### config.mk
export PLATFORM = sky130hd
export DESIGN_NAME = cnt_chk_sat_counter
export DESIGN_NICKNAME = d
export VERILOG_FILES = /design/src/rtl/cnt_chk_sat_counter.sv
export SDC_FILE = /design/constraint.sdc
export NUM_CORES = 1
export LEC_CHECK = 0
export ABC_AREA = 1
export CAP_MARGIN = 20
export CELL_PAD_IN_SITES_DETAIL_PLACEMENT = 1
export CELL_PAD_IN_SITES_GLOBAL_PLACEMENT = 1
export CORE_ASPECT_RATIO = 2
export CORE_MARGIN = 3
export CORE_UTILIZATION = 37
export DETAILED_ROUTE_END_ITERATION = 8
export PLACE_DENSITY_LB_ADDON = 0.1
export RECOVER_POWER = 100
export SLEW_MARGIN = 10
export SYNTH_ARGS = -nofsm -noshare
export SYNTH_HDL_FRONTEND = slang
export SYNTH_SLANG_ARGS = --single-unit
### constraint.sdc
create_clock -name clk -period 4.11 [get_ports clk]
set_input_delay 1.233 -clock clk [delete_from_list [all_inputs] [get_ports clk]]
set_output_delay 1.233 -clock clk [all_outputs]
set_load 0.02 [all_outputs]
### src/rtl/cnt_chk_sat_counter.sv
// ============================================================================
// Module      : cnt_chk_sat_counter
// Description : Saturating event counter; an increment coinciding with clear
//               leaves the count at one.
// Revision    : 1.0 - initial release
// ============================================================================
`default_nettype none

module cnt_chk_sat_counter #(
    parameter int ERR_CNT_W = 16
) (
    input  logic                 clk,
    input  logic                 reset_n,
    input  logic                 inc,
    input  logic                 clr,
    output logic [ERR_CNT_W-1:0] count
);

    logic [ERR_CNT_W-1:0] r_count;

    always_ff @(posedge clk) begin
        if (!reset_n) begin
            r_count <= '0;
        end else if (clr) begin
            r_count <= inc ? ERR_CNT_W'(1) : '0;
        end else if (inc && (r_count != '1)) begin
            r_count <= r_count + ERR_CNT_W'(1);
        end
    end

    assign count = r_count;

endmodule

`default_nettype wire

# Word-level counts from Yosys, hierarchy flattened
# Cells that the tools add are included.
# W data, S select, Z words.
# totals
register_bits	16
in_bits	4
output_inout_bits	16
elab_cells	8
# op_classes
n_addsub	1
n_eq_ne	1
n_mux	3
reduce_logical	2
# op_table
op	n
$mux W16	2
$add A16 B1 Y16 const B	1
$ne A16 B16 Y1 const B	1
$reduce_bool A2 Y1	1
$logic_and A1 B1 Y1	1
$mux W1	1

# Logic depth before layout (Yosys ltp)
# Gate-level depths: netlist (run 1).
# depth
ltp_word	4
ltp_mapped	10

# Worst setup path before layout (run 1)
# OpenSTA, ideal clock, no wires.
# synth_path
path_kind	input-to-reg
from	in clr
to	reg r_count[9] (netlist: count[9])
arrival_time_ns	1.846
path_slack_ns	2.154
stages	5
path_buffers	1
cell_sequence	inv_1 > clkbuf_1 > nand3_1 > nand2_1 > nor2_1
# synth_via
elab_chain_len	1
elab_cells_between_ends	2
# synth_lines
item	line	rtl
from (decl)	15	input logic clr,
$mux W16 or $reduce_bool A2 Y1 (tied branches)	-	
to (signal assigned)	25	r_count <= inc ? ERR_CNT_W'(1) : '0;
to (signal assigned)	27	r_count <= r_count + ERR_CNT_W'(1);
to (decl)	19	logic [ERR_CNT_W-1:0] r_count;
# Several ways; a longest one is shown, not always the timed one.
# A chain may end at the register's enable or synchronous reset.

# Final worst setup path (run 1)
# layout_path
from	in inc
to	reg r_count[13] (netlist: count[13])
# layout_via
elab_chain_len	2
# layout_lines
item	line	rtl
from (decl)	14	input logic inc,
$logic_and A1 B1 Y1	26	end else if (inc && (r_count != '1)) begin
$reduce_bool A2 Y1 (no line)	-	
# No other way between the ends.

==> impl_metrics.toml, run 1 <==
[floorplan]
start_util = 0.391
io_pins = 20
die_x_um = 42.9
core_um2 = 2570
dieHeight_um = 79.7
rows = 26
dieArea_um2 = 3420

[worst_setup_path]
crit_path_top_delay_cell = "dlygate4sd3_1"
critPathMaxFanout = 13
critPathTopFamily = "simple AND/OR/NAND/NOR gates"
crit_arrival_ps = 2900
cp.buffers_inverters = 2
cpPeakStageDelay_ps = 640
cp.required_ps = 4270
cp-start-kind = "input port"
worstSetupEndpointType = "register"
crit_type = "input port to register"
worstPathCellList = "dlygate4sd3_1, inv_1, nor2_1, nand3_1, nand2_1, nor2_1"
cp_common_cell = "nor2_1"

[global_routing]
grt_max_degree = 15
grt_util_all_layers = 0.208
grt_pass1_wl_um = 5410
grt.overflow.total = 0
grt_pass1_vias = 1239
antenna_found_initial = 0

[routing]
drt_wl_total_um = 3180
drt_pass1_iterations = 4
dr.first_iter.drc_count = 22
ant_nets = 0
wl_per_cell_um = 15.3
routed_via_density = 5.48
drc = 0
num_vias = 1139

[finish]
fill_cells = 367
syn2layout_area_growth_pct = 24.3
largest_reg_flops = 16
layout-drive-gt1-share = 0.0611
antennaDiodeCount = 0
final_nets = 187

[cts]
cts-hold-fix-buffers = 0
clkSlewWorstSetupHoldPaths_ps = 70
root_buffer = "clkbuf_8"
post_cts_buffers = 0
clock_latency_ps = 260
cts_tree = "yes"
cts-resized-gates = 0
cts_max_level = 1
clk_path_buf_depth = 2
cts_sinks = 16
numCtsBuffers = 3

[run_status]
outcome = "complete, no violations"

[sta]
finalSetupTns_ps = 0
slew_violations = 0
worstMarginPinSlew_ps = 824
setup_viol = 0
hold_viol_final = 0
fin_crit_sh = 0.667
rsz0062_at_grt = "false"
period_minus_slack_ps = 2740
skew_ps = 2.80
fmax_ghz = 0.365
max-slew-margin-rel = 0.449

[synth]
synth-async-reset-ratio = 0
synth_fa_ha_area_frac = 0.0124
synth-seq-cells = 16
synth_ff_type = "dfxtp_1"
synth_largest_area_cell = "dfxtp_1"
seq_area_frac_synth = 0.318
postSynthAreaPerCell_um2 = 6.29
syn-num-nets = 165
synth_most_common_cell = "nand2_1"
yosys.area_share.simple = 0.464
syn_area_um2 = 1010
synth.mux.area_fraction = 0
synth_cell_types = 19
synth_top_area_frac = 0.318
synthTopCellsByArea = "dfxtp_1 (32%), nand2_1 (16%), nand3_1 (10%), nor2_1 (9.7%), inv_1 (7.5%)"
synth_cells = 160
synth_compound_area_frac = 0.0808
synth_edf_count = 0
synthXorXnorAreaFrac = 0.0348
synth_top_family_by_area = "simple AND/OR/NAND/NOR gates"
ys.warnings.count = 0
synth_common_cells = "nand2_1 (43), nor2_1 (26), inv_1 (20), nand3_1 (20), dfxtp_1 (16)"

[flow_run]
drv_cap = 0

[power_and_ir_drop]
power_density_nw_per_um2 = 261
p_leak_nw = 0.531
vdd_drop_max_v = 0.000196
total_power_w = 0.000326

[placed_design]
gp_congestion = 0.793
port_buffers = 19
hpwl_um = 2450

[worst_hold_path]
hp-class = "register to register"
[logic make-up after synthesis]
family / after synthesis
compound gates: 14
xor+xnor: 4
fa+ha+maj: 1
buf+inv: 22
flops: 16
simple gates: 103
[cell type report]
cell class              instances  area, µm²  area share
flip-flops and latches         16        320       0.256
multi-input cells             122        588       0.470
well taps                      28       35.0      0.0280
inverters                      20       75.1      0.0601
clock buffers                   3       41.3      0.0330
repair buffers                 19        190       0.152
[worst min-delay path, cell delays in order (launching register included)]
cell and delay (ps):
dfxtp_1 330, a21oi_1 110, nor2_1 50
[power by group]
group          total [W]  internal [W]  switching [W]
logic          0.0000383     0.0000131      0.0000252
clock network   0.000125     0.0000653      0.0000597
registers       0.000163      0.000158     0.00000452
[metrics by stage]
step | cells | util | setup WS [ps] | area [µm²] | hold WS, ps
3_5_place_dp | 205 | 0.473 | 1150 | 1220 | 531
4_1_cts | 208 | 0.489 | 1410 | 1260 | 540
2_1_floorplan | 160 | - | 2150 | 1010 | 575
5_1_grt | 208 | 0.486 | 1140 | 1250 | 576
6_report | 208 | 0.486 | 1370 | 1250 | 535
3_3_place_gp | 205 | 0.473 | 1190 | 1220 | 521
[per-layer routing]
metal	global-route usage	vias up	routed length, µm
li1	-	551	-
met4	0.0903	0	75
met3	0.0181	7	79
met1	0.198	559	1190
met5	0	-	0
met2	0.420	22	1830
[final timing paths]
kind	from	slack, ps	cells past startpoint	end
min	count[15]	530	2	count[15]
min reg2reg	count[15]	530	2	count[15]
max	inc	1370	6	count[13]
max reg2reg	count[0]	2030	9	count[10]
[layout by cell type, fill, tap and decap left out]
cell	n
a21oi_1	10
clkbuf_8	3
clkdlybuf4s50_1	1
dfxtp_1	16
dlygate4sd3_1	18
ha_1	1
inv_1	20
nand2_1	44
nand2_2	3
nand2_4	1
nand3_1	20
nand3b_1	1
nand4_1	4
nor2_1	26
nor2_2	1
nor2_4	2
nor3_1	1
o21ai_0	3
o21ai_4	1
xor2_1	4
(Power assumes the default switching activity.)
==> run 2: changes to the inputs <==
--- a/config.mk
+++ b/config.mk
@@ -11,7 +11,7 @@
 export CELL_PAD_IN_SITES_GLOBAL_PLACEMENT = 1
 export CORE_ASPECT_RATIO = 2
 export CORE_MARGIN = 3
-export CORE_UTILIZATION = 37
+export CORE_UTILIZATION = 34
 export DETAILED_ROUTE_END_ITERATION = 8
 export PLACE_DENSITY_LB_ADDON = 0.1
 export RECOVER_POWER = 100
==> constraint.sdc (replaced) <==
create_clock -name clk -period 2.7 [get_ports clk]
set_input_delay 0.81 -clock clk [delete_from_list [all_inputs] [get_ports clk]]
set_output_delay 0.81 -clock clk [all_outputs]
set_load 0.02 [all_outputs]
==> run 2 against run 1 <==
Against the previous run:
- count of clock-buffer cells in the layout rose by 1
- clock skew about the same
- via count is 0.70% higher
- non-clock buffer count is 4 higher
==> impl_metrics.toml, run 2 (synthesis results as in run 1) <==
[run_status]
outcome = "complete, no violations"

[floorplan]
dieArea_um2 = 3690
die_x_um = 44.5
core_um2 = 2800
start_util = 0.359
io_pins = 20
rows = 27
dieHeight_um = 82.9

[worst_setup_path]
crit_path_top_delay_cell = "dlygate4sd3_1"
crit_arrival_ps = 1430
worstSetupEndpointType = "primary output"
reg2reg_to = "count[14]"
critPathMaxFanout = 7
reg2regPathDepth = 9
cpPeakStageDelay_ps = 720
cp.required_ps = 1890
r2r_slack_ps = 720
worstPathCellList = "dlygate4sd3_1"
cp-start-kind = "register"
crit_type = "register to primary output"
reg2reg_from = "count[0]"
critPathTopFamily = "buffers and inverters"
cp.buffers_inverters = 1

[routing]
drt_wl_total_um = 3190
drc = 0
num_vias = 1147
drt_pass1_iterations = 4
ant_nets = 0
routed_via_density = 5.36
wl_per_cell_um = 14.9
dr.first_iter.drc_count = 16

[power_and_ir_drop]
p_leak_nw = 0.551
power_density_nw_per_um2 = 409
total_power_w = 0.000526
vdd_drop_max_v = 0.000209

[cts]
root_buffer = "clkbuf_8"
clk_path_buf_depth = 2
cts_tree = "yes"
cts_sinks = 16
cts_max_level = 1
clock_latency_ps = 250
numCtsBuffers = 3
clkSlewWorstSetupHoldPaths_ps = 70
post_cts_buffers = 0
cts-hold-fix-buffers = 0
cts-resized-gates = 0

[sta]
holdWs_ps = 536
hold_viol_final = 0
fin_crit_sh = 0.829
fmax_ghz = 0.447
skew_ps = 2.53
worstMarginPinSlew_ps = 414
slew_violations = 0
fin_ws_ps = 463
finalSetupTns_ps = 0
setup_viol = 0
rsz0062_at_grt = "false"
period_minus_slack_ps = 2240
max-slew-margin-rel = 0.724

[placed_design]
hpwl_um = 2530
gp_congestion = 0.809
dp_slack_ps = 536
port_buffers = 19
dpl_cell_area_um2 = 1250

[worst_hold_path]
min-delay-start = "count[12]"
hp-class = "register to register"
min_to = "count[12]"
hold_depth = 2

[finish]
final_cell_mix = "nand2_1 (44), nor2_1 (26), inv_1 (20), nand3_1 (20), dlygate4sd3_1 (18)"
final_common_cell = "nand2_1"
layout-drive-gt1-share = 0.0757
final_nets = 191
antennaDiodeCount = 0
syn2layout_area_growth_pct = 28.0
largest_reg_flops = 16
final_area_um2 = 1290

[flow_run]
drv_cap = 0

[global_routing]
grt.overflow.total = 0
antenna_found_initial = 0
grt_max_degree = 15
grt_pass1_wl_um = 5440
grt_util_all_layers = 0.191
grt_pass1_vias = 1217
-- run 2: cell types whose count changed in the layout (fill, tap and decap cells not counted) --
cell and change:
buf_4 +2, clkbuf_1 +2, clkbuf_8 +1
-- run 2: per-layer routing --
layer,vias up,routed length (µm),part of all wire,global-route usage
met3,10,95,0.030,0.0239
met2,33,1800,0.56,0.354
met4,0,93,0.029,0.0879
met1,550,1200,0.38,0.193
met5,-,0,0,0
li1,554,-,-,-
-- run 2: how the worst max path moves through the flow --
stage | startpoint | to | slack, ps | depth (start not counted)
after floorplan | count[0] | count[13] | 1050 | 8
after global placement | clr | count[10] | 600 | 6
after detailed placement | clr | count[10] | 540 | 6
after CTS | count[2] | count[2] | 510 | 1
after global routing | count[2] | count[2] | 410 | 1
final | count[2] | count[2] | 460 | 1
-- run 2: metrics by stage --
step,instances,util
after floorplan,160,-
after global placement,210,0.445
after detailed placement,210,0.445
after CTS,214,0.465
after global routing,214,0.459
final,214,0.459
-- run 2: report_power, final --
group | leakage [nW] | internal, W | switching (W)
combinational | 0.392 | 0.0000223 | 0.0000384
clock | 0.0288 | 0.000130 | 0.0000884
sequential | 0.130 | 0.000241 | 0.00000702
total | 0.551 | 0.000393 | 0.000134
-- run 2: cell type report --
| cell class | count | area [µm²] |
|---|---|---|
| Tap cell | 29 | 36.3 |
| Inverter | 20 | 75.1 |
| Fill cell | 387 | 1520 |
| Timing Repair Buffer | 23 | 213 |
| Multi-Input combinational cell | 122 | 588 |
| Sequential cell | 16 | 320 |
| Clock buffer | 4 | 55.1 |
==> run 3: changes to the inputs <==
--- a/config.mk
+++ b/config.mk
@@ -11,7 +11,7 @@
 export CELL_PAD_IN_SITES_GLOBAL_PLACEMENT = 1
 export CORE_ASPECT_RATIO = 2
 export CORE_MARGIN = 3
-export CORE_UTILIZATION = 34
+export CORE_UTILIZATION = 31
 export DETAILED_ROUTE_END_ITERATION = 8
 export PLACE_DENSITY_LB_ADDON = 0.1
 export RECOVER_POWER = 100
==> constraint.sdc (replaced) <==
create_clock -name clk -period 2 [get_ports clk]
set_input_delay 0.6 -clock clk [delete_from_list [all_inputs] [get_ports clk]]
set_output_delay 0.6 -clock clk [all_outputs]
set_load 0.02 [all_outputs]
==> run 3 against run 2 <==
Against the previous run:
- global-route usage decreased by 0.55 points
- utilization decreased by 2.1 points
- highest routed layer unchanged
- critical endpoint is now count[0]
- non-clock buffer count increased by 5
- critical path type unchanged
- wire length is 1.3% lower
- clock skew shrank 0.80 ps
==> impl_metrics.toml, run 3 (synthesis results as in run 1) <==
[cts]
root_buffer = "clkbuf_8"
clkSlewWorstSetupHoldPaths_ps = 70
clk_path_buf_depth = 2
post_cts_buffers = 0
cts-hold-fix-buffers = 0
cts-resized-gates = 0
numCtsBuffers = 3
cts_sinks = 16
cts_tree = "yes"
cts_max_level = 1
clock_latency_ps = 250

[routing]
ant_nets = 0
drt_wl_total_um = 3150
dr.first_iter.drc_count = 16
wl_per_cell_um = 14.3
num_vias = 1107
drt_pass1_iterations = 4
routed_via_density = 5.03
drc = 0

[placed_design]
gp_congestion = 0.757
dp_cells = 216
port_buffers = 19
hpwl_um = 2520
dpl_cell_area_um2 = 1290

[power_and_ir_drop]
p_leak_nw = 0.565
netSwitchingFraction = 0.259
clkPwrFrac = 0.417
power_density_nw_per_um2 = 540
total_power_w = 0.000722
seq_power_share = 0.461
comb_power_share = 0.122
intPower_w = 0.000534
vdd_drop_max_v = 0.000321
p_sw_w = 0.000187

[finish]
final_area_um2 = 1340
final_cell_mix = "nand2_1 (44), nor2_1 (26), inv_1 (20), nand3_1 (20), dfxtp_1 (16)"
syn2layout_area_growth_pct = 32.8
antennaDiodeCount = 0
fill_cells = 407
layout.cells.non_filler = 220
final_nets = 196
final_common_cell = "nand2_1"
layout-drive-gt1-share = 0.111
largest_reg_flops = 16

[worst_setup_path]
worstPathCellList = "clkdlybuf4s50_1"
cp-start-kind = "register"
reg2reg_to = "count[10]"
crit_arrival_ps = 1350
reg2reg_from = "count[0]"
critPathTopFamily = "buffers and inverters"
crit_path_top_delay_cell = "clkdlybuf4s50_1"
r2r_slack_ps = 200
cp.buffers_inverters = 1
critPathMaxFanout = 6
cpPeakStageDelay_ps = 650
cp.required_ps = 1400
reg2regPathDepth = 9
crit_type = "register to primary output"
worstSetupEndpointType = "primary output"

[sta]
setup_viol = 0
rsz0062_at_grt = "false"
fin_crit_sh = 0.975
period_minus_slack_ps = 1950
max-slew-margin-rel = 0.698
slew_violations = 0
fmax_ghz = 0.513
skew_ps = 1.73
finalSetupTns_ps = 0
worstMarginPinSlew_ps = 453
hold_viol_final = 0
holdWs_ps = 532

[floorplan]
die_x_um = 46.3
dieHeight_um = 86.6
start_util = 0.330
core_um2 = 3050
dieArea_um2 = 4010
io_pins = 20
rows = 28

[global_routing]
grt_util_all_layers = 0.186
antenna_found_initial = 0
grt.overflow.total = 0
grt_pass1_wl_um = 5420
grt_pass1_vias = 1207
grt_max_degree = 15

[run_status]
outcome = "complete, no violations"

[worst_hold_path]
min_to = "count[12]"
hold_depth = 2
hp-class = "register to register"
min-delay-start = "count[12]"

[flow_run]
drv_cap = 0
==> run 3: metrics by stage <==
step / worst slack (ps) / utilization
2_1_floorplan: 345 / -
3_3_place_gp: 134 / 0.422
3_5_place_dp: 87.6 / 0.422
4_1_cts: 33.3 / 0.440
5_1_grt: 10.5 / 0.438
6_report: 50.8 / 0.438
==> run 3: worst register-to-register path: cells and delay by family, from the launching register on <==
kind                       cells  cell delay [ps]
DFF                            1              440
adders and majority gates      1              270
and+or+nand+nor                6              650
buffers and inverters          1               40
AOI/OAI and AO/OA              1              330
==> run 3: worst max-delay path by stage <==
stage                 to  startpoint  cells after the start  slack (ps)
6_report        count[0]    count[0]                      1          50
5_1_grt         count[0]    count[0]                      1          10
2_1_floorplan  count[13]    count[0]                      8         350
3_3_place_gp    count[4]         clr                      5         130
3_5_place_dp    count[4]         clr                      5          90
4_1_cts         count[0]    count[0]                      1          30
==> run 3: metal layers <==
metal | track usage | routed length (µm) | part of all wire | up-vias
li1 | - | - | - | 564
met4 | 0.0803 | 74 | 0.023 | 0
met2 | 0.352 | 1830 | 0.58 | 20
met5 | 0 | 0 | 0 | -
met1 | 0.185 | 1180 | 0.37 | 516
met3 | 0.0208 | 68 | 0.022 | 7
==> run 3: final cells by class <==
class,instances,area [µm²],area share
Timing Repair Buffer,28,255,0.191
Clock buffer,4,55.1,0.0412
Multi-Input combinational cell,122,593,0.444
Sequential cell,16,320,0.240
Tap cell,30,37.5,0.0281
Inverter,20,75.1,0.0562
==> run 3: power by group through the flow <==
stage / Sequential [W] / Clock (W) / Combinational [W]
after global routing: 0.000334 / 0.000320 / 0.0000989
after floorplan: 0.000347 / 0 / 0.0000427
after global placement: 0.000340 / 0 / 0.0000889
after CTS: 0.000333 / 0.000311 / 0.0000908
after detailed placement: 0.000341 / 0 / 0.0000905
final: 0.000333 / 0.000301 / 0.0000878
